### src/rtl/smp_sched.sv
// Audio sample scheduler: period divider, per-voice capture with timeout, serial stereo mix.
// Define SMP_SCHED_SAT_EN to clamp the mix to 18-bit range instead of wrapping.
module smp_sched #(
   parameter int SAMPLE_CLKS  = 2083,
   parameter int VOICES_N     = 4,
   parameter int TIMEOUT_CLKS = 1024
) (
   input  logic                      clk,
   input  logic                      reset,
   input  logic                      run,
   output logic                      smp_trig,
   input  logic [VOICES_N-1:0]       voice_rdy,
   input  logic [18*VOICES_N-1:0]    voice_smp_l,
   input  logic [18*VOICES_N-1:0]    voice_smp_r,
   output logic                      mix_out_rdy,
   output logic signed [17:0]        mix_out_l,
   output logic signed [17:0]        mix_out_r,
   output logic                      smp_late,
   output logic                      smp_overrun
);
   localparam int CW = (SAMPLE_CLKS > 1) ? $clog2(SAMPLE_CLKS) : 1;
   localparam int TW = (TIMEOUT_CLKS > 1) ? $clog2(TIMEOUT_CLKS) : 1;

   typedef enum logic [1:0] {IDLE, WAIT, SUM, OUT} state_t;

   state_t               state, state_nx;
   logic [CW-1:0]        div_cnt;
   logic                 tick;
   logic [TW-1:0]        to_cnt;
   logic [2:0]           idx;
   logic [VOICES_N-1:0]  mask, cap_en;
   logic signed [17:0]   cap_l [VOICES_N];
   logic signed [17:0]   cap_r [VOICES_N];
   logic signed [20:0]   acc_l, acc_r;
   logic signed [17:0]   sel_l, sel_r, red_l, red_r;
   logic                 start, trig_nx, late_nx, ovr_nx, rdy_nx;

   assign tick = run && (div_cnt == CW'(SAMPLE_CLKS - 1));

   always_comb begin
      state_nx = state;
      start    = 1'b0;
      trig_nx  = 1'b0;
      late_nx  = 1'b0;
      rdy_nx   = 1'b0;
      cap_en   = '0;
      ovr_nx   = tick && (state != IDLE);
      case (state)
         IDLE: if (tick) begin
            start    = 1'b1;
            trig_nx  = 1'b1;
            state_nx = WAIT;
         end
         WAIT: begin
            // capture in the exit cycle too, so a full mask closes without a late flag
            cap_en = voice_rdy & ~mask;
            if (&(mask | cap_en)) begin
               state_nx = SUM;
            end else if (to_cnt == TW'(TIMEOUT_CLKS - 1)) begin
               state_nx = SUM;
               late_nx  = 1'b1;
            end
         end
         SUM: if (idx == 3'(VOICES_N - 1)) state_nx = OUT;
         OUT: begin
            rdy_nx   = 1'b1;
            state_nx = IDLE;
         end
         default: state_nx = IDLE;
      endcase
   end

   always_comb begin
      sel_l = '0;
      sel_r = '0;
      for (int unsigned i = 0; i < VOICES_N; i++) begin
         if (idx == 3'(i) && mask[i]) begin
            sel_l = cap_l[i];
            sel_r = cap_r[i];
         end
      end
   end

`ifdef SMP_SCHED_SAT_EN
   always_comb begin
      if (acc_l > 21'sd131071)       red_l = 18'sh1FFFF;
      else if (acc_l < -21'sd131072) red_l = 18'sh20000;
      else                           red_l = acc_l[17:0];
      if (acc_r > 21'sd131071)       red_r = 18'sh1FFFF;
      else if (acc_r < -21'sd131072) red_r = 18'sh20000;
      else                           red_r = acc_r[17:0];
   end
`else
   assign red_l = acc_l[17:0];
   assign red_r = acc_r[17:0];
`endif

   always_ff @(posedge clk) begin
      if (reset) begin
         state       <= IDLE;
         div_cnt     <= '0;
         to_cnt      <= '0;
         idx         <= '0;
         mask        <= '0;
         acc_l       <= '0;
         acc_r       <= '0;
         smp_trig    <= 1'b0;
         mix_out_rdy <= 1'b0;
         smp_late    <= 1'b0;
         smp_overrun <= 1'b0;
         mix_out_l   <= '0;
         mix_out_r   <= '0;
         for (int unsigned i = 0; i < VOICES_N; i++) begin
            cap_l[i] <= '0;
            cap_r[i] <= '0;
         end
      end else begin
         state       <= state_nx;
         smp_trig    <= trig_nx;
         mix_out_rdy <= rdy_nx;
         smp_late    <= late_nx;
         smp_overrun <= ovr_nx;

         if (!run || tick) div_cnt <= '0;
         else              div_cnt <= div_cnt + CW'(1);

         if (start) begin
            mask   <= '0;
            to_cnt <= '0;
            idx    <= '0;
            acc_l  <= '0;
            acc_r  <= '0;
         end

         if (state == WAIT) begin
            mask   <= mask | cap_en;
            to_cnt <= to_cnt + TW'(1);
            for (int unsigned i = 0; i < VOICES_N; i++) begin
               if (cap_en[i]) begin
                  cap_l[i] <= voice_smp_l[18*i +: 18];
                  cap_r[i] <= voice_smp_r[18*i +: 18];
               end
            end
         end

         if (state == SUM) begin
            acc_l <= acc_l + {{3{sel_l[17]}}, sel_l};
            acc_r <= acc_r + {{3{sel_r[17]}}, sel_r};
            idx   <= idx + 3'd1;
         end

         if (state == OUT) begin
            mix_out_l <= red_l;
            mix_out_r <= red_r;
         end
      end
   end
endmodule

### config.mk
export PLATFORM = sky130hd
export DESIGN_NAME = smp_sched
export DESIGN_NICKNAME = d
export VERILOG_FILES = /design/src/rtl/smp_sched.sv
export SDC_FILE = /design/constraint.sdc
export NUM_CORES = 1
export LEC_CHECK = 0
export CAP_MARGIN = 20
export CORE_MARGIN = 5
export CORE_UTILIZATION = 57
export DETAILED_ROUTE_END_ITERATION = 7
export DONT_BUFFER_PORTS = 1
export PLACE_DENSITY = 0.82
export REMOVE_ABC_BUFFERS = 1
export SETUP_SLACK_MARGIN = 0.1
export SYNTH_ARGS = -nofsm -noshare
export SYNTH_HDL_FRONTEND = slang
export SYNTH_SLANG_ARGS = --single-unit
### constraint.sdc
create_clock -name clk -period 10.4 [get_ports clk]
set_clock_uncertainty 0.2 [all_clocks]
set_input_delay 0.52 -clock clk [delete_from_list [all_inputs] [get_ports clk]]
set_output_delay 0.52 -clock clk [all_outputs]
set_load 0.02 [all_outputs]
After elaboration in Yosys (flattened, before gate mapping)
Memories as Yosys holds them, arrays and structs flattened.
Cells that the tools add are included.
Widths: inputs -> output; s select.
- memory bits (writable): 144
- output and inout bits: 40
- logic and storage cells: 114
- memories kept: 2
- input bits: 151
- register bits: 113
- reduce and logical (&&, ||, !) cells: 17
- bitwise operators: 13
- equal/unequal tests: 11
- $add $sub $neg: 5
- mux-type cells: 53
- memories (memory ; depth ; width ; rd ports ; clocked after Yosys merged registers in ; write ports ; RTL line ; source):
    cap_l ; 4 ; 18 ; 4 ; 0 ; 4 ; 32 ; logic signed [17:0] cap_l [VOICES_N];
    cap_r ; 4 ; 18 ; 4 ; 0 ; 4 ; 33 ; logic signed [17:0] cap_r [VOICES_N];
- operators with widths (operator ; count):
    $mux 18 ; 16
    $mux 21 ; 3
    $add 21x21->21 ; 2
    $mux 1 ; 22
    $mux 10 ; 2
    $add 12x1->12 const B ; 1
    $eq 12x12->1 const B ; 1
    $mux 4 ; 3
    $add 10x1->10 const B ; 1
    $eq 10x10->1 const B ; 1
    $mux 2 ; 4
    $or 1x1->1 ; 8
    $or 4x4->4 ; 2
    $pmux 2 s4 ; 1
    $eq 3x2->1 const B ; 2
    $logic_and 1x1->1 ; 6
    $mux 3 ; 2
    $reduce_bool 2->1 ; 3
    $and 4x4->4 ; 1
    $eq 2x2->1 const B ; 2
    $ne 2x2->1 const B ; 2
    $not 4->4 ; 1
    $reduce_and 4->1 ; 1
    $add 3x1->3 const B ; 1
    other kinds (11) ; 11

Logic depth before layout (Yosys ltp)
- word-level depth: 8
- gate-level depth with buffers: 17
- gate-level depth less buffers: 17

Worst setup path before layout
Ideal clock, no wire load.
- path kind: reg-to-reg
- start: register idx[0]
- end: register acc_l[17]
- buffers on the path: 2
- clock period less this slack: 3.743 ns
- cell stages (with the launch flop): 17
- path slack: 6.657 ns
- data required time: 10.086 ns
- library setup time: 0.114 ns
- arrival time: 3.429 ns
- path through: dfxtp_1 -> ha_1 -> ha_1 -> inv_1 -> nor2_1 -> clkbuf_1 -> clkbuf_1 -> nand2_1 -> o31ai_1 -> ha_1 -> a21o_1 -> o21bai_1 -> a221o_1 -> o21ai_0 -> nand3_1 -> a31o_1 -> a21o_1
- cells in the longest elaborated chain, start to end: 8
- elaborated cells on any way between the ends: 14
- classes of those cells: add/sub (1); eq/ne (3); mux (5); reduce/logical (5)
- ends and longest elaborated chain (element ; RTL line ; source):
    start: declaration ; 30 ; logic [2:0] idx;
    start signal: assignment ; 149 ; idx <= idx + 3'd1;
    $logic_not 3->1 ; 77 ; if (idx == 3'(i) && mask[i]) begin
    $logic_and 1x1->1 ; 77 ;
    $mux 18 (3 in series) ; 77 ;
    $mux 18 * ; 77 ;
    $add 21x21->21 * ; 147 ; acc_l <= acc_l + {{3{sel_l[17]}}, sel_l};
    $mux 21 * ; 146 ; if (state == SUM) begin
    end signal: assignment ; 147 ;
    end: declaration ; 34 ; logic signed [20:0] acc_l, acc_r;
Every way passes the cells marked *; elsewhere a longest branch is shown, timed or not.
A chain may end at the register's enable or synchronous reset.

Worst setup path after layout
- start: register idx[1]
- end: register acc_r[10]
- cells in the longest elaborated chain, start to end: 8
- elaborated cells on any way between the ends: 14
- classes of those cells: add/sub (1); eq/ne (3); mux (5); reduce/logical (5)
- ends and longest elaborated chain (element ; RTL line ; source):
    $logic_not 3->1 ; 77 ;
    $logic_and 1x1->1 ; 77 ;
    $mux 18 (3 in series) ; 77 ;
    $mux 18 * ; 77 ;
    $add 21x21->21 * ; 148 ; acc_r <= acc_r + {{3{sel_r[17]}}, sel_r};
    $mux 21 * ; 146 ;
    end signal: assignment ; 148 ;
    end: declaration ; 34 ;
Marks and branches as above.

==> run metrics <==
status=completed; ratio of cells with drive above 1 in the final layout=5.95%; first-pass GRT wire length=48.3 mm; wire per inst=20.5 um; worst r2r dst=acc_r[10]$_SDFFE_PP0P_; Resized cells post-CTS=0; Yosys top cell by area=edfxtp_1; yosys warns=0; CTS tree=yes; most common cell in the netlist=nor2_1; Critical Path RT=10.62 ns; clk slew on worst S/H paths=0.07 ns; ys async rst share=0%; clk sink count=251; Post-Syn Area=0.0121 mm^2; dpl hpwl=19.9 mm; Starting Density=57.6%; Vias=9230; Post-CTS Hold Buffers=96; crit start category=flop; CP max FO=20; Rel. slew slack=31.2%; Pleak=5.24 nW; drt pass-1 iters=6; min-delay src=voice_smp_l[31]; Tot Pwr=2.01 mW; Crit Path Class=flop to flop; Final Non-Filler Cells=1537; vias in the first global route=9271; Synth top cells by count=nor2_1 (151), and2_1 (148), edfxtp_1 (144); Num CTS Buffers=25; H-tree depth=1; gr ovfl total=0; Synth top area share=35.8%; RSZ-0062 raised after global routing=false; Die Footprint=0.0242 mm^2; ANT nets after route=0; Worst R2R Start=idx[1]$_SDFFE_PP0P_; Port Buffer Count=0; Fillers=1514; hold path cells=1; Worst Path Arrival=4.91 ns; post-CTS setup repair buffer count=0; DR vias/cell=6.01; final core occ=67.9%; Max Fclk=0.213 GHz; syn avg cell area=10.5 um^2; Post-synth EDFFs=144; endpoints failing setup=0; Post-synth top flop=edfxtp_1; worst r2r path cells=13; synthesis-stage register bit count=251; hold endpoint=cap_l[1][13]$_SDFFCE_PN0P_; initial DRC count=778; CTS Root Buffer Type=clkbuf_16; fin crit share=45.1%; fin area=0.0142 mm^2; hold crit path type=input pin to flop; Remaining DRCs=0; Pins Over Slew Limit=0; register area=0.00647 mm^2; critical path endpoint category=flop; Hold Vio Cnt, Final=0; GPL Wtd Cong=0.896; Nets=1444; Final Critical Period=4.69 ns; multi-input logic area=0.00530 mm^2; Fin Setup TNS=0 ns; area delta synth->final=17.9%; power density cells=141 mW/mm^2; die height=156 um; GRT Util Overall=24.9%; number of top-level pins=191; Post-Syn Instances=1155; Worst-Margin Slew=1.03 ns; VDD IR max=0.128 mV; register area share after synthesis=53.6%; DRT Wirelength=31.5 mm; initial antenna violation count=2; num rows=53; ranking of synthesized cells by area=edfxtp_1 (36%), dfxtp_1 (18%), and2_1 (7.7%); Max Cap Violations=0; R2R Setup Slk=5.71 ns; Yosys cell types=58; die width=156 um; pin count of the biggest net entering global routing=69; Worst-Skew Late Latency=0.52 ns; Area after DPL=0.0123 mm^2; Clock Path Buffers=3; Core Footprint=0.0210 mm^2; placed cells=1382
==> kinds of logic after synthesis <==
kind of cell | after synthesis | synth area share (%)
AO/OA/AOI/OAI | 220 | 12.7
XOR/XNOR | 37 | 2.68
adder cells (fa/ha/maj) | 50 | 5.31
buffers and inverters | 86 | 2.77
flip-flops | 251 | 53.6
multiplexers | 42 | 3.51
AND/OR/NAND/NOR | 469 | 19.5
==> worst max-delay path by stage <==
stage	startpoint	to	slack [ns]	cells past startpoint
6_report	idx[1]$_SDFFE_PP0P_	acc_r[10]$_SDFFE_PP0P_	5.71	13
5_1_grt	idx[1]$_SDFFE_PP0P_	acc_r[10]$_SDFFE_PP0P_	5.48	13
4_1_cts	idx[1]$_SDFFE_PP0P_	acc_r[10]$_SDFFE_PP0P_	5.83	13
3_5_place_dp	idx[1]$_SDFFE_PP0P_	acc_r[10]$_SDFFE_PP0P_	5.84	13
3_3_place_gp	idx[1]$_SDFFE_PP0P_	acc_r[10]$_SDFFE_PP0P_	6.03	13
2_1_floorplan	idx[0]$_SDFFE_PP0P_	acc_r[17]$_SDFFE_PP0P_	5.02	13
==> critical path, cell delays in order (launching register included) <==
cell	delay (ns)
dfxtp_1	0.38
inv_1	0.08
ha_1	0.23
a211oi_4	0.73
buf_4	0.41
a221oi_1	0.15
o31ai_1	0.54
ha_1	0.44
a21oi_1	0.17
o21ai_0	0.16
o21ai_0	0.33
a21boi_0	0.17
or3_1	0.32
a32o_1	0.24
==> power by group <==
part / total [mW] / internal, mW / switching, mW
clock network: 0.861 / 0.481 / 0.380
registers: 1.09 / 1.08 / 0.0111
logic: 0.0620 / 0.0338 / 0.0282
total: 2.01 / 1.59 / 0.419
==> flip-flops by register name, summed over array words and instances, names as in the netlist, 2 cells and up <==
| register | flops |
|---|---|
| mix_out_l | 18 |
| div_cnt | 12 |
| idx | 3 |
| acc_l | 18 |
| acc_r | 18 |
| cap_l | 72 |
| mix_out_r | 18 |
| to_cnt | 10 |
| cap_r | 72 |
| mask | 4 |
| state | 2 |
==> through the flow <==
stage / setup slack, ns / hold slack (ns)
finish: 5.71 / 0.00641
global route: 5.48 / 0.000190
CTS: 5.83 / 0.000181
detailed placement: 5.84 / 0.251
global placement: 6.03 / 0.245
floorplan: 5.02 / 0.230
==> cell usage in the layout, fill, tap and decap left out, types with 4 or more instances in the layout <==
master         instances
nor2_1               150
and2_1               148
edfxtp_1             144
dfxtp_1              107
dlygate4sd3_1        104
nand2_1               92
a21oi_1               48
ha_1                  47
mux2i_1               39
o21ai_0               35
a221oi_1              34
o31ai_1               33
inv_1                 25
clkbuf_16             25
xnor2_1               21
nand3_1               16
xor2_1                16
buf_4                 13
a21o_1                11
and3_1                 9
nand4_1                9
nor2b_1                8
nand3b_1               7
a211oi_1               7
o211ai_1               6
clkinv_2               6
a31o_2                 5
nor3_1                 5
nand2b_1               5
clkbuf_1               5
and4_1                 4
nor3b_2                4
a311oi_1               4
a31oi_1                4
a221o_1                4
o21a_1                 4
==> layout make-up <==
class,count,share of cell area (%)
multi-input combinational,818,37.2
sequential,251,45.4
timing repair buffer,122,8.86
antenna,1,0.0176
clock buffer,32,4.72
tap,275,2.42
clock inverter,13,0.668
inverter,25,0.659
==> per-layer routing <==
layer	up-vias	share of wire, %	track usage [%]
met1	4422	39	30.7
met3	78	8.0	5.46
met4	0	3.3	9.21
li1	4300	-	-
met2	430	50	43.1
met5	-	0	0
No activity file was read; power rests on OpenSTA's default activity.
